**src/rtl/i2c_pkg.sv**
```systemverilog
// Definitions shared by the I2C slave/master byte-level blocks.
package i2c_pkg;

  typedef enum logic [2:0] {
    StIdle     = 3'd0,
    StWaitFall = 3'd1,
    StShift    = 3'd2,
    StAckRise  = 3'd3,
    StAckFall  = 3'd4,
    StDone     = 3'd5
  } i2c_state_e;

  localparam logic ACK         = 1'b0;
  localparam logic NACK        = 1'b1;
  localparam logic SDA_RELEASE = 1'b1;

endpackage

```
**src/rtl/i2c_line_sync.sv**
```systemverilog
// Two-flop synchroniser for one I2C line with rise/fall detection on the synchronised level.
module i2c_line_sync
  import i2c_pkg::*;
#(
  parameter logic ResetVal = SDA_RELEASE
) (
  input  logic clk_i,
  input  logic rst_ni,
  input  logic line_i,
  output logic level_o,
  output logic rise_o,
  output logic fall_o
);

  logic meta_q, sync_q, prev_q;

  always_ff @(posedge clk_i or negedge rst_ni) begin
    if (!rst_ni) begin
      meta_q <= ResetVal;
      sync_q <= ResetVal;
      prev_q <= ResetVal;
    end else begin
      meta_q <= line_i;
      sync_q <= meta_q;
      prev_q <= sync_q;
    end
  end

  assign level_o = sync_q;
  assign rise_o  = sync_q & ~prev_q;
  assign fall_o  = ~sync_q & prev_q;

endmodule

```
**src/rtl/i2c_slave_write_burst.sv**
```systemverilog
// I2C slave transmitter: shifts 1..BYTE_MAX parallel-loaded bytes onto SDA, MSB first,
// sampling the master ACK after each byte.
module i2c_slave_write_burst
  import i2c_pkg::*;
#(
  parameter int unsigned  BYTE_MAX  = 4,
  parameter bit           CHECK_ACK = 1'b1,
  localparam int unsigned CntW      = $clog2(BYTE_MAX + 1),
  localparam int unsigned IdxW      = (BYTE_MAX > 1) ? $clog2(BYTE_MAX) : 1
) (
  input  logic                  clk_i,
  input  logic                  rst_ni,
  input  logic                  go_i,
  input  logic [CntW-1:0]       byte_count_i,
  input  logic [8*BYTE_MAX-1:0] data_i,
  input  logic                  abort_i,
  input  logic                  scl_i,
  input  logic                  sda_i,
  output logic                  sda_o,
  output logic                  busy_o,
  output logic                  finish_o,
  output logic                  nack_o,
  output logic [CntW-1:0]       bytes_sent_o
);

  localparam logic [CntW-1:0] MaxCnt = CntW'(BYTE_MAX);

  logic scl_level, scl_rise, scl_fall;
  logic sda_level, sda_rise, sda_fall;
  logic unused_sync;

  i2c_line_sync #(.ResetVal(1'b1)) u_scl_sync (
    .clk_i   (clk_i),
    .rst_ni  (rst_ni),
    .line_i  (scl_i),
    .level_o (scl_level),
    .rise_o  (scl_rise),
    .fall_o  (scl_fall)
  );

  i2c_line_sync #(.ResetVal(SDA_RELEASE)) u_sda_sync (
    .clk_i   (clk_i),
    .rst_ni  (rst_ni),
    .line_i  (sda_i),
    .level_o (sda_level),
    .rise_o  (sda_rise),
    .fall_o  (sda_fall)
  );

  assign unused_sync = ^{scl_level, sda_rise, sda_fall};

  i2c_state_e                 state_q, state_d;
  logic [BYTE_MAX-1:0][7:0]   data_q, data_d;
  logic [CntW-1:0]            count_q, count_d;
  logic [CntW-1:0]            sent_q, sent_d;
  logic [IdxW-1:0]            idx_q, idx_d, idx_nxt;
  logic [7:0]                 shift_q, shift_d, cur_byte, nxt_byte;
  logic [2:0]                 bit_q, bit_d;
  logic                       sda_q, sda_d, ack_q, ack_d;
  logic                       nack_q, nack_d, busy_q, busy_d, finish_q, finish_d;

  assign idx_nxt  = idx_q + IdxW'(1);
  assign cur_byte = data_q[idx_q];
  assign nxt_byte = data_q[idx_nxt];

  always_comb begin
    state_d  = state_q;
    data_d   = data_q;
    count_d  = count_q;
    sent_d   = sent_q;
    idx_d    = idx_q;
    shift_d  = shift_q;
    bit_d    = bit_q;
    sda_d    = sda_q;
    ack_d    = ack_q;
    nack_d   = nack_q;
    busy_d   = busy_q;
    finish_d = 1'b0;
    // Abort wins over any SCL edge seen in the same cycle.
    if (state_q != StIdle && abort_i) begin
      state_d  = StIdle;
      sda_d    = SDA_RELEASE;
      nack_d   = 1'b1;
      finish_d = 1'b1;
      busy_d   = 1'b0;
    end else begin
      unique case (state_q)
        StIdle: begin
          if (go_i) begin
            data_d  = data_i;
            count_d = (byte_count_i > MaxCnt) ? MaxCnt : byte_count_i;
            idx_d   = '0;
            sent_d  = '0;
            nack_d  = 1'b0;
            busy_d  = 1'b1;
            state_d = (byte_count_i == '0) ? StDone : StWaitFall;
          end
        end
        StWaitFall: begin
          if (scl_fall) begin
            sda_d   = cur_byte[7];
            shift_d = {cur_byte[6:0], 1'b0};
            bit_d   = 3'd7;
            state_d = StShift;
          end
        end
        StShift: begin
          if (scl_fall) begin
            if (bit_q == 3'd0) begin
              sda_d   = SDA_RELEASE;
              state_d = StAckRise;
            end else begin
              sda_d   = shift_q[7];
              shift_d = {shift_q[6:0], 1'b0};
              bit_d   = bit_q - 3'd1;
            end
          end
        end
        StAckRise: begin
          if (scl_rise) begin
            ack_d   = sda_level;
            sent_d  = sent_q + CntW'(1);
            state_d = StAckFall;
          end
        end
        StAckFall: begin
          if (scl_fall) begin
            if (CHECK_ACK && ack_q == NACK) begin
              nack_d  = 1'b1;
              state_d = StDone;
            end else if (sent_q == count_q) begin
              state_d = StDone;
            end else begin
              idx_d   = idx_nxt;
              sda_d   = nxt_byte[7];
              shift_d = {nxt_byte[6:0], 1'b0};
              bit_d   = 3'd7;
              state_d = StShift;
            end
          end
        end
        StDone: begin
          sda_d    = SDA_RELEASE;
          finish_d = 1'b1;
          busy_d   = 1'b0;
          state_d  = StIdle;
        end
        default: state_d = StIdle;
      endcase
    end
  end

  always_ff @(posedge clk_i or negedge rst_ni) begin
    if (!rst_ni) begin
      state_q  <= StIdle;
      data_q   <= '0;
      count_q  <= '0;
      sent_q   <= '0;
      idx_q    <= '0;
      shift_q  <= '0;
      bit_q    <= '0;
      sda_q    <= SDA_RELEASE;
      ack_q    <= ACK;
      nack_q   <= 1'b0;
      busy_q   <= 1'b0;
      finish_q <= 1'b0;
    end else begin
      state_q  <= state_d;
      data_q   <= data_d;
      count_q  <= count_d;
      sent_q   <= sent_d;
      idx_q    <= idx_d;
      shift_q  <= shift_d;
      bit_q    <= bit_d;
      sda_q    <= sda_d;
      ack_q    <= ack_d;
      nack_q   <= nack_d;
      busy_q   <= busy_d;
      finish_q <= finish_d;
    end
  end

  assign sda_o        = sda_q;
  assign busy_o       = busy_q;
  assign finish_o     = finish_q;
  assign nack_o       = nack_q;
  assign bytes_sent_o = sent_q;

endmodule
```
**config.mk**
```make
export PLATFORM = sky130hd
export DESIGN_NAME = i2c_slave_write_burst
export DESIGN_NICKNAME = d
export VERILOG_FILES = /design/src/rtl/i2c_pkg.sv /design/src/rtl/i2c_line_sync.sv /design/src/rtl/i2c_slave_write_burst.sv
export SDC_FILE = /design/constraint.sdc
export NUM_CORES = 1
export LEC_CHECK = 0
export ABC_AREA = 0
export CORE_AREA = 5 5 89 91
export DETAILED_ROUTE_END_ITERATION = 8
export DIE_AREA = 0 0 94 96
export PLACE_DENSITY_LB_ADDON = 0.05
export SYNTH_ARGS = -nofsm -noshare
export SYNTH_HDL_FRONTEND = slang
export SYNTH_HIERARCHICAL = 1
export SYNTH_SLANG_ARGS = --single-unit
export TNS_END_PERCENT = 100
```
**constraint.sdc**
```tcl
create_clock -name clk_i -period 3.2 [get_ports clk_i]
set_clock_uncertainty 0.15 [all_clocks]
set_input_delay 0.96 -clock clk_i [delete_from_list [all_inputs] [get_ports clk_i]]
set_output_delay 0.96 -clock clk_i [all_outputs]
set_load 0.02 [all_outputs]
```
==> impl_metrics.tcl <==
set metrics [dict create \
    outcome "complete, no violations" \
    cp_num_buf_inv 1 \
    p_leak_nw 1.65 \
    critPathMaxStageDelay_ns 0.60 \
    clk_latency_ns 0.34 \
    ys_warn_count 6 \
    fin_setup_tns_ns 0 \
    crit_type "register to primary output" \
    peakVddDrop_uv 368 \
    syn2layout_area_growth_pct 20.8 \
    finalNetCount 360 \
    cts_tree "yes" \
    crit_chain "clkdlybuf4s50_1" \
    postCtsSetupRepairBufs 0 \
    start_kind "register" \
    maxSlewViolCount 0 \
    relSlewSlack_pct 54.5 \
    rsz0062_at_grt "false" \
    final_common_cell "dfrtp_1" \
    drt-total-wl_um 7080 \
    power_density_nw_per_um2 830 \
    drc 0 \
    coreArea_sq_um 7060 \
    finalSetupViolCount 0 \
    cts_resized 0 \
    worstPathArrival_ns 1.47 \
    grt_max_degree 24 \
    cp.depth 1 \
    syn_avg_cell_area_sq_um 12.8 \
    die_w_um 94 \
    grt_use_met1_pct 24.6 \
    grt_use_total_pct 17.2 \
    tightest_slew_ns 0.683 \
    clk_root_buffer_cell "clkbuf_8" \
    drive_gt1_share_pct 24.9 \
    drt_iter0_drc 119 \
    period_share_pct 80.8 \
    antenna_cells 0 \
    slowest_stage "clkdlybuf4s50_1" \
    path_clk_slew_ns 0.07 \
    cts_hold_buf 0 \
    rr_worst_depth 4 \
    antenna_found_initial 0 \
    fmax_mhz 387 \
    fin_crit_ns 2.58 \
    met2_usage_pct 25.9 \
    seqCellArea_sq_um 1580 \
    grt-ovfl-total 0 \
    multi_input_area_sq_um 1630 \
    final_cells 420 \
    start_util_pct 48.1 \
    clock_path_buffers 2 \
    wl_per_cell_um 16.9 \
    synth_cells 266 \
    holdPathStages 0 \
    grt_pass1_wl_um 11900 \
    postRouteAntennaNets 0 \
    dp_hpwl_um 5100 \
    placed_cells 404 \
    drv_cap 0 \
    met3_usage_pct 2.66 \
    h-tree-depth 3 \
    fillCellCount 623 \
    required_ns 2.09 \
    total_power_mw 3.40 \
    portBuffers 47 \
    grt_pass1_vias 2371 \
    busiest_layer "met2" \
    num_vias 2292 \
    final_util_pct 58.1 \
    syn-cell-area_sq_um 3400 \
    die_area_sq_um 9020 \
    worst_setup_path_end_kind "primary output" \
    crit_path_max_fanout 2 \
    gp_congestion 0.869 \
    drt_pass1_iterations 4 \
    synth_fp_nets 310 \
    die_h_um 96 \
    min_path_type "register to register" \
    layout_common_cells "57 x dfrtp_1, 46 x clkdlybuf4s50_1, 41 x mux2_2, 26 x nand2_1" \
    crit_family "buffers and inverters" \
    avgViaCountPerCell 5.46 \
    cts_made_buffers 9 \
    pin_count 48 \
    rows 31 \
    hold_violations 0 \
    cts.sinks 63 \
]
## stage by stage
| stage | setup WS, ns | hold WS (ns) | area (sq um) |
|---|---|---|---|
| final | 0.616 | 0.207 | 4100 |
| after global routing | 0.588 | 0.211 | 4100 |
| after CTS | 0.590 | 0.208 | 4100 |
| after detailed placement | 0.484 | 0.198 | 3900 |
| after global placement | 0.510 | 0.198 | 3900 |
| after floorplan | 1.07 | 0.195 | 3400 |
## where the power goes
part           internal [mW]  switching [mW]  total (mW)
combinational          0.744           0.539        1.28
clock                  0.402           0.299       0.700
sequential              1.14           0.281        1.42
## layer usage
metal / wire length (um) / share of wire (%)
met1: 3370 / 48
met2: 3330 / 47
met3: 275 / 3.9
met4: 106 / 1.5
met5: 0 / 0
## path summary, 6_finish.rpt
kind,endpoint,slack [ns],start
worst max-delay path,sda_o,0.62,sda_o
worst min-delay path,u_scl_sync/level_o,0.21,u_scl_sync/meta_q
worst max register to register,data_q[9],0.85,state_q[2]
worst min register to register,u_scl_sync/level_o,0.21,u_scl_sync/meta_q
max in group asynchronous,sda_o,1.71,rst_ni
min in group asynchronous,data_q[5],0.44,rst_ni
## final cells by class
cell class                 count  share of cell area, %
multi-input combinational    177                   39.7
sequential                    63                   38.6
timing repair buffer          55                   12.8
clock buffer                  13                   3.87
tap                           99                   3.02
clock inverter                 3                   1.04
inverter                      10                  0.915
## sequential cells by signal, summed over array words and instances (netlist names), 2 cells and up
| register | count |
|---|---|
| data_q | 32 |
| state_q | 3 |
| count_q | 3 |
| bytes_sent_o | 3 |
| shift_q | 7 |
| bit_q | 3 |
| idx_q | 2 |
Power figures use the tool's default switching activity.
